--- config.mk ---
export PLATFORM = sky130hd
export DESIGN_NAME = fetch_unit
export DESIGN_NICKNAME = d
export VERILOG_FILES = /design/src/rtl/riscv_pkg.sv /design/src/rtl/fetch_fifo.sv /design/src/rtl/fetch_unit.sv
export SDC_FILE = /design/constraint.sdc
export NUM_CORES = 1
export LEC_CHECK = 0
export ABC_AREA = 1
export CORE_MARGIN = 1.5
export CORE_UTILIZATION = 45
export DETAILED_ROUTE_END_ITERATION = 10
export MAX_ROUTING_LAYER = met4
export PLACE_DENSITY = 0.66
export SLEW_MARGIN = 30
export SYNTH_ARGS = -nofsm -noshare
export SYNTH_HDL_FRONTEND = slang
export SYNTH_SLANG_ARGS = --single-unit
--- constraint.sdc ---
create_clock -name clk -period 6.8 [get_ports clk]
set_clock_uncertainty 0.05 [all_clocks]
set_input_delay 1.02 -clock clk [delete_from_list [all_inputs] [get_ports clk]]
set_output_delay 1.02 -clock clk [all_outputs]
set_load 0.02 [all_outputs]
--- src/rtl/riscv_pkg.sv ---
// riscv_pkg: shared core constants and the fetch buffer entry type
package riscv_pkg;
  localparam int XLEN = 32;
  localparam logic [XLEN-1:0] INST_ALIGN_MASK = 32'hFFFF_FFFC;
  localparam logic [XLEN-1:0] PC_STEP = 32'd4;
  typedef struct packed {
    logic [XLEN-1:0] pc;
    logic [XLEN-1:0] inst;
  } fetch_entry_t;
endpackage

--- src/rtl/fetch_fifo.sv ---
// fetch_fifo: synchronous {pc,inst} buffer with flush and occupancy count
module fetch_fifo
  import riscv_pkg::*;
#(
  parameter int DEPTH = 2,
  localparam int AW = $clog2(DEPTH),
  localparam int CW = AW + 1
) (
  input  logic         clk,
  input  logic         rst,
  input  logic         flush,
  input  logic         push,
  input  fetch_entry_t wdata,
  input  logic         pop,
  output fetch_entry_t rdata,
  output logic [CW-1:0] count
);
  fetch_entry_t mem [DEPTH];
  logic [AW-1:0] rd_ptr, wr_ptr;
  assign rdata = mem[rd_ptr];
  always_ff @(posedge clk) begin
    if (rst || flush) begin
      rd_ptr <= '0;
      wr_ptr <= '0;
      count <= '0;
    end else begin
      if (push) wr_ptr <= wr_ptr + 1'b1;
      if (pop) rd_ptr <= rd_ptr + 1'b1;
      count <= count + CW'(push) - CW'(pop);
    end
  end
  always_ff @(posedge clk) begin
    if (push && !rst && !flush) mem[wr_ptr] <= wdata;
  end
endmodule

--- src/rtl/fetch_unit.sv ---
// fetch_unit: fetch PC, sequential prefetch and decode handoff buffer.
// Define FETCH_BYPASS_EN to forward a response straight to decode when the buffer is empty.
module fetch_unit
  import riscv_pkg::*;
#(
  parameter logic [XLEN-1:0] RESET_PC = 32'h0000_0000,
  parameter int FIFO_DEPTH = 2
) (
  input  logic            clk,
  input  logic            rst,
  input  logic            redirect,
  input  logic [XLEN-1:0] redirect_pc,
  output logic            imem_req,
  output logic [XLEN-1:0] imem_addr,
  input  logic            imem_gnt,
  input  logic            imem_rvalid,
  input  logic [XLEN-1:0] imem_rdata,
  output logic            inst_valid,
  output logic [XLEN-1:0] inst,
  output logic [XLEN-1:0] inst_pc,
  input  logic            inst_ready
);
  localparam int CW = $clog2(FIFO_DEPTH) + 1;
  logic [XLEN-1:0] fetch_pc, resp_pc;
  logic [CW-1:0] outstanding, discard, count;
  fetch_entry_t head;
  logic fire, rv, keep, push, pop, empty, byp;
  assign empty = count == '0;
  // credit uses registered counts only, so a same-cycle pop never frees a slot early
  assign imem_req = !rst && !redirect && (int'(outstanding) + int'(count) < FIFO_DEPTH);
  assign imem_addr = fetch_pc;
  assign fire = imem_req && imem_gnt;
  assign rv = imem_rvalid && outstanding != '0;
  assign keep = rv && discard == '0 && !redirect;
`ifdef FETCH_BYPASS_EN
  assign byp = keep && empty;
`else
  assign byp = 1'b0;
`endif
  assign push = keep && !(byp && inst_ready);
  assign pop = !empty && inst_ready;
  assign inst_valid = !rst && (!empty || byp);
  always_comb begin
    inst = !inst_valid ? '0 : empty ? imem_rdata : head.inst;
    inst_pc = !inst_valid ? '0 : empty ? resp_pc : head.pc;
  end
  always_ff @(posedge clk) begin
    if (rst) begin
      fetch_pc <= RESET_PC;
      resp_pc <= RESET_PC;
      outstanding <= '0;
      discard <= '0;
    end else begin
      outstanding <= outstanding + CW'(fire) - CW'(rv);
      if (redirect) begin
        fetch_pc <= redirect_pc & INST_ALIGN_MASK;
        resp_pc <= redirect_pc & INST_ALIGN_MASK;
        discard <= outstanding - CW'(rv);
      end else begin
        if (fire) fetch_pc <= fetch_pc + PC_STEP;
        if (keep) resp_pc <= resp_pc + PC_STEP;
        if (rv && discard != '0) discard <= discard - 1'b1;
      end
    end
  end
  fetch_fifo #(.DEPTH(FIFO_DEPTH)) u_fifo (
    .clk(clk),
    .rst(rst),
    .flush(redirect),
    .push(push),
    .wdata('{pc: resp_pc, inst: imem_rdata}),
    .pop(pop),
    .rdata(head),
    .count(count)
  );
endmodule

=== Word level (Yosys, flattened, before mapping) ===
Memories as Yosys holds them, arrays and structs flattened. A register that Yosys moved wholly into a read port is not among the register bits.
Cells that the tools add are included.

* Register bits: 72
* Bits in writable memories: 128
* Output and inout port bits: 98
* Logic and storage cells: 59
* Memories: 1

* Add/subtract/negate cells: 11
* Order comparisons: 1
* Muxes and demuxes: 14
* Reduce and logical (&&, ||, !) cells: 23

{| class="wikitable"
|+ Memories
! memory !! words !! width !! rd ports !! clocked after Yosys merged registers in !! write ports !! line !! RTL
|-
| u_fifo.mem || 2 || 64 || 1 || 1 || 1 || fetch_fifo.sv:18 || <nowiki>fetch_entry_t mem [DEPTH];</nowiki>
|}

{| class="wikitable"
|+ Operator list
! kind !! number
|-
| 2-to-1 mux 32 bit || 8
|-
| adder 32 x 3 -> 32 bit (second input constant) || 2
|-
| logical AND 1 bit || 11
|-
| nonzero test 2 bit || 5
|-
| subtractor 2 x 1 -> 2 bit || 3
|-
| adder 2 x 1 -> 2 bit || 2
|-
| logical NOT 2 bit || 2
|-
| 2-to-1 mux 1 bit || 4
|-
| 2-to-1 mux 2 bit || 2
|-
| adder 2 x 2 -> 3 bit || 1
|-
| logical NOT 1 bit || 3
|-
| < comparator 3 x 2 -> 1 bit (second input constant) || 1
|-
| adder 1 bit (second input constant) || 2
|-
| OR reduction 2 bit || 1
|-
| subtractor 2 x 1 -> 2 bit (second input constant) || 1
|-
| logical OR 1 bit || 1
|}

=== Logic depth before layout (Yosys ltp) ===
* Depth in word-level cells: 8
* Depth in mapped cells: 12

=== Cells and area by module ===
Synthesis repeated with hierarchy kept, for this count alone.

* Cell total of the unflattened synthesis: 1104
* Area total of the unflattened synthesis: 10131.0 um^2

{| class="wikitable"
|+ By module, submodules not included
! module !! times used !! cells each !! area each (um^2) !! sequential area each (um^2)
|-
| fetch_fifo || 1 || 229 || 5142.4 || 3943.8
|-
| fetch_unit || 1 || 875 || 4988.5 || 1281.2
|}

=== Worst setup path after synthesis ===
Ideal clock, no wire load.

* Path type: input port to flip-flop
* Start: input imem_rvalid
* End: memory u_fifo.mem[0][0] (netlist bit) (enable)
* Arrival: 4.137 ns
* Slack: 2.131 ns
* Stages on the path: 5
* Cells stage by stage: o21a_2 nand2_4 nor2_8 nand2_4 nor2_1

* Cells in the longest elaborated chain, start to end: 7

{| class="wikitable"
|+ RTL lines
! element !! line !! RTL
|-
| start, declared || fetch_unit.sv:16 || <nowiki>input logic imem_rvalid,</nowiki>
|-
| logical AND 1 bit || fetch_unit.sv:33 || <nowiki>assign rv = imem_rvalid && outstanding != '0;</nowiki>
|-
| logical AND 1 bit (2 in series) || fetch_unit.sv:34 || <nowiki>assign keep = rv && discard == '0 && !redirect;</nowiki>
|-
| net keep || fetch_unit.sv:27 || <nowiki>logic fire, rv, keep, push, pop, empty, byp;</nowiki>
|-
| logical AND 1 bit (2 in series) || fetch_fifo.sv:33 || <nowiki>if (push && !rst && !flush) mem[wr_ptr] <= wdata;</nowiki>
|-
| 2-to-1 mux 1 bit || fetch_fifo.sv:33 ||
|-
| 2-to-1 mux 1 bit (implied by the code) || fetch_fifo.sv:33 ||
|-
| end, declared || fetch_fifo.sv:18 ||
|}

The timed path passes the listed nets, and every way through them passes these cells.

=== Worst setup path in the final report ===
* Start: input rst
* End: output inst[10]

* Cells in the longest elaborated chain, start to end: 3

{| class="wikitable"
|+ RTL lines
! element !! line !! RTL
|-
| start, declared || fetch_unit.sv:10 || <nowiki>input logic rst,</nowiki>
|-
| logical NOT 1 bit || fetch_unit.sv:42 || <nowiki>assign inst_valid = !rst && (!empty || byp);</nowiki>
|-
| logical AND 1 bit || fetch_unit.sv:42 ||
|-
| 2-to-1 mux 32 bit || fetch_unit.sv:44 || <nowiki>inst = !inst_valid ? '0 : empty ? imem_rdata : head.inst;</nowiki>
|-
| end, declared || fetch_unit.sv:19 || <nowiki>output logic [XLEN-1:0] inst,</nowiki>
|}

No other way between the ends.

==> impl_results.md <==
* Outcome: complete, no violations
* Fin area at 0.01214 mm^2
* Drt pass-1 iters at 5
* Post-route ant nets at 0
* Routed vias at 7725
* Setup Buffers After CTS at 0
* Share of flip-flops with an asynchronous set or reset at 0%
* Largest net degree at the start of global routing at 49
* Worst r2r src: outstanding[1]$_SDFF_PP0_
* Max Cap Viol at 0
* Aggregate routed wire length at 23.03 mm
* Critical path arrival at 3.43 ns
* Ys Warns at 0
* Setup crit end kind: output port
* Total GRT Usage at 21.74%
* Yosys reg bits at 193
* Antenna violations before repair at 0
* Worst min path class: register to register
* Number of DRC markers in iteration 0 at 546
* Post_cts resized at 0
* Worst skew pair latency at 0.43 ns
* Final setup margin at 2.295 ns
* CTS tree: done
* Post-synth EDFFs at 124
* # hold bufs at CTS at 0
* Max frequency at 222.0 MHz
* Pwr per Cell Area at 229.3 mW/mm^2
* Setup Crit Path Kind: primary input to output port
* Yosys top cell by area: edfxtp_1
* RSZ-0062 raised after global routing: false
* DR vias/cell at 4.987
* Die H at 149.9 um
* Core Area at 0.02109 mm^2
* Seq/Total Area, Yosys at 52.60%
* Rel. slew slack at 38.80%
* Global-route wire length before repair at 36.77 mm
* Most common cell in the netlist: nand2_1
* TritonCTS Buffers at 17
* Crit path max fanout at 34
* Clock sinks at 193
* Fin. max-slew vios at 0
* DR DRC count at 0
* Worst min-delay path startpoint: u_fifo.rd_ptr$_SDFFE_PP0P_
* Least-Margin Pin Slew at 0.9158 ns
* Worst-path clk slew at 0.07 ns
* Crit path launch type: primary input
* Bufs on Longest Clock Path at 2
* Synth cell types at 41
* Main flop type after synthesis: edfxtp_1
* Final hold vios at 0
* Final Cycle Share at 66.25%
* Wire per inst at 14.87 um
* Cells after synthesis at 1108
* VDD IR max at 0.1542 mV
* Yosys top cell area share at 38.37%
* Initial core utilization at 46.02%
* Crit path time final at 4.505 ns
* DIE AREA at 0.02246 mm^2
* Ports at 168
* Row cnt at 53
* Final GP Congestion at 0.9364
* Top cells by instance count after synthesis: nand2_1 (316), inv_1 (154), edfxtp_1 (124), nor2_1 (81), dfxtp_1 (69)
* Data required time at the worst endpoint at 5.73 ns
* Ranking of synthesized cells by area: edfxtp_1 (38%), dfxtp_1 (14%), nand2_1 (12%), mux2_2 (7.2%), inv_1 (6.0%)
* CTS root buf: clkbuf_16
* Layout area overhead at 25.14%
* Post-route setup TNS at 0 ns
* Util after Layout at 57.59%
* Leakage power at 0.004938 uW
* Mapped Area at 0.009704 mm^2
* Syn avg cell area at 8.758 um^2
* Detailed placer's ending HPWL at 16.21 mm
* H-tree levels at 4
* IO buf count at 161
* ANT cells at 0
* Crit path from: rst
* Placed inst area at 0.01154 mm^2
* Nets at 1340
* Share of post-route cells with drive strength above 1 at 10.91%
* Post-Place Setup Slack at 2.248 ns
* Die Width at 149.9 um
* Final setup fails at 0
* Number of global-route vias before repair at 7302
* Congestion Overflow GR at 0
-- where the power goes --
group	internal, uW	switching, uW	leakage (uW)
clock	554	460	0.000294
sequential	1310	62.8	0.00170
combinational	164	229	0.00295
-- per-stage QoR --
stage,hold WS [ns],instances,power [uW]
2_1_floorplan,0.3755,1111,1639
3_5_place_dp,0.3834,1517,1796
4_1_cts,0.4065,1549,2805
5_1_grt,0.4408,1549,2906
3_3_place_gp,0.3856,1517,1788
6_report,0.4107,1549,2784
-- final timing paths --
check | end | slack [ns] | cells past startpoint
worst max-delay path | inst[10] | 2.30 | 7
worst max register to register | u_fifo.mem[1][20]$_DFFE_PP_ | 3.95 | 6
worst min register to register | register | 0.41 | 1
worst min-delay path | register | 0.41 | 1
-- sequential cells by signal (all words and copies together), names as in the netlist, named ones only --
name	cells
u_fifo.mem	124
imem_addr	30
resp_pc	30
discard	2
outstanding	2
u_fifo.count	2
u_fifo.rd_ptr	1
u_fifo.wr_ptr	1
-- logic make-up (layout without fill, tap and decap cells) --
kind of cell | after synthesis | count (layout) | share of synthesized area (%)
and+or+nand+nor | 506 | 506 | 22.42
muxes | 62 | 62 | 7.194
adders and majority gates | 9 | 9 | 1.238
buffers and inverters | 197 | 360 | 8.264
DFF | 193 | 193 | 52.60
other | 1 | 4 | 0.03864
AOI/OAI and AO/OA | 122 | 122 | 6.614
xor gates and xnor gates | 18 | 18 | 1.625
-- routing by layer --
layer / up-vias / routed length, um / GRT usage, %
li1: 3902 / - / -
met1: 3531 / 10600 / 28.58
met2: 268 / 10520 / 34.63
met3: 24 / 1576 / 3.018
met4: 0 / 335 / 7.157
met5: - / 0 / -
-- cells in the final DEF (no fill, tap or decap), drive strengths merged --
master | synthesis | layout
inv | 159 | 165
edfxtp | 124 | 124
a21oi | 50 | 50
o21a | 1 | 1
mux2 | 62 | 62
o211ai | 2 | 2
clkinv | 1 | 7
nor3 | 3 | 3
nand2 | 324 | 324
o31ai | 1 | 1
and2 | 2 | 2
xor2 | 14 | 14
conb | 1 | 4
nand3 | 69 | 69
dfxtp | 69 | 69
a31oi | 8 | 8
clkdlybuf4s50 | 0 | 160
clkbuf | 14 | 17
xnor2 | 4 | 4
o22ai | 4 | 4
clkinvlp | 0 | 1
buf | 23 | 8
o21bai | 2 | 2
bufinv | 0 | 2
nand4 | 9 | 9
o21ai | 54 | 54
nor2 | 95 | 95
or2 | 4 | 4
fa | 1 | 1
ha | 8 | 8
-- final cells by class --
class	instances	area, um^2
Clock buffer	17	425.4
Clock inverter	15	175.2
Fill cell	1913	8944
Inverter	160	600.6
Multi-Input combinational cell	721	3831
Sequential cell	193	5106
Tap cell	275	344.1
Timing Repair Buffer	168	1662
-- critical path, stage by stage --
cell and delay, ns:
clkdlybuf4s50_1 0.39, buf_4 0.24, nor2_4 0.67, buf_4 0.36, nand2_1 0.08, inv_1 0.05
clkdlybuf4s50_1 0.59
No activity file was read; power rests on OpenSTA's default activity.
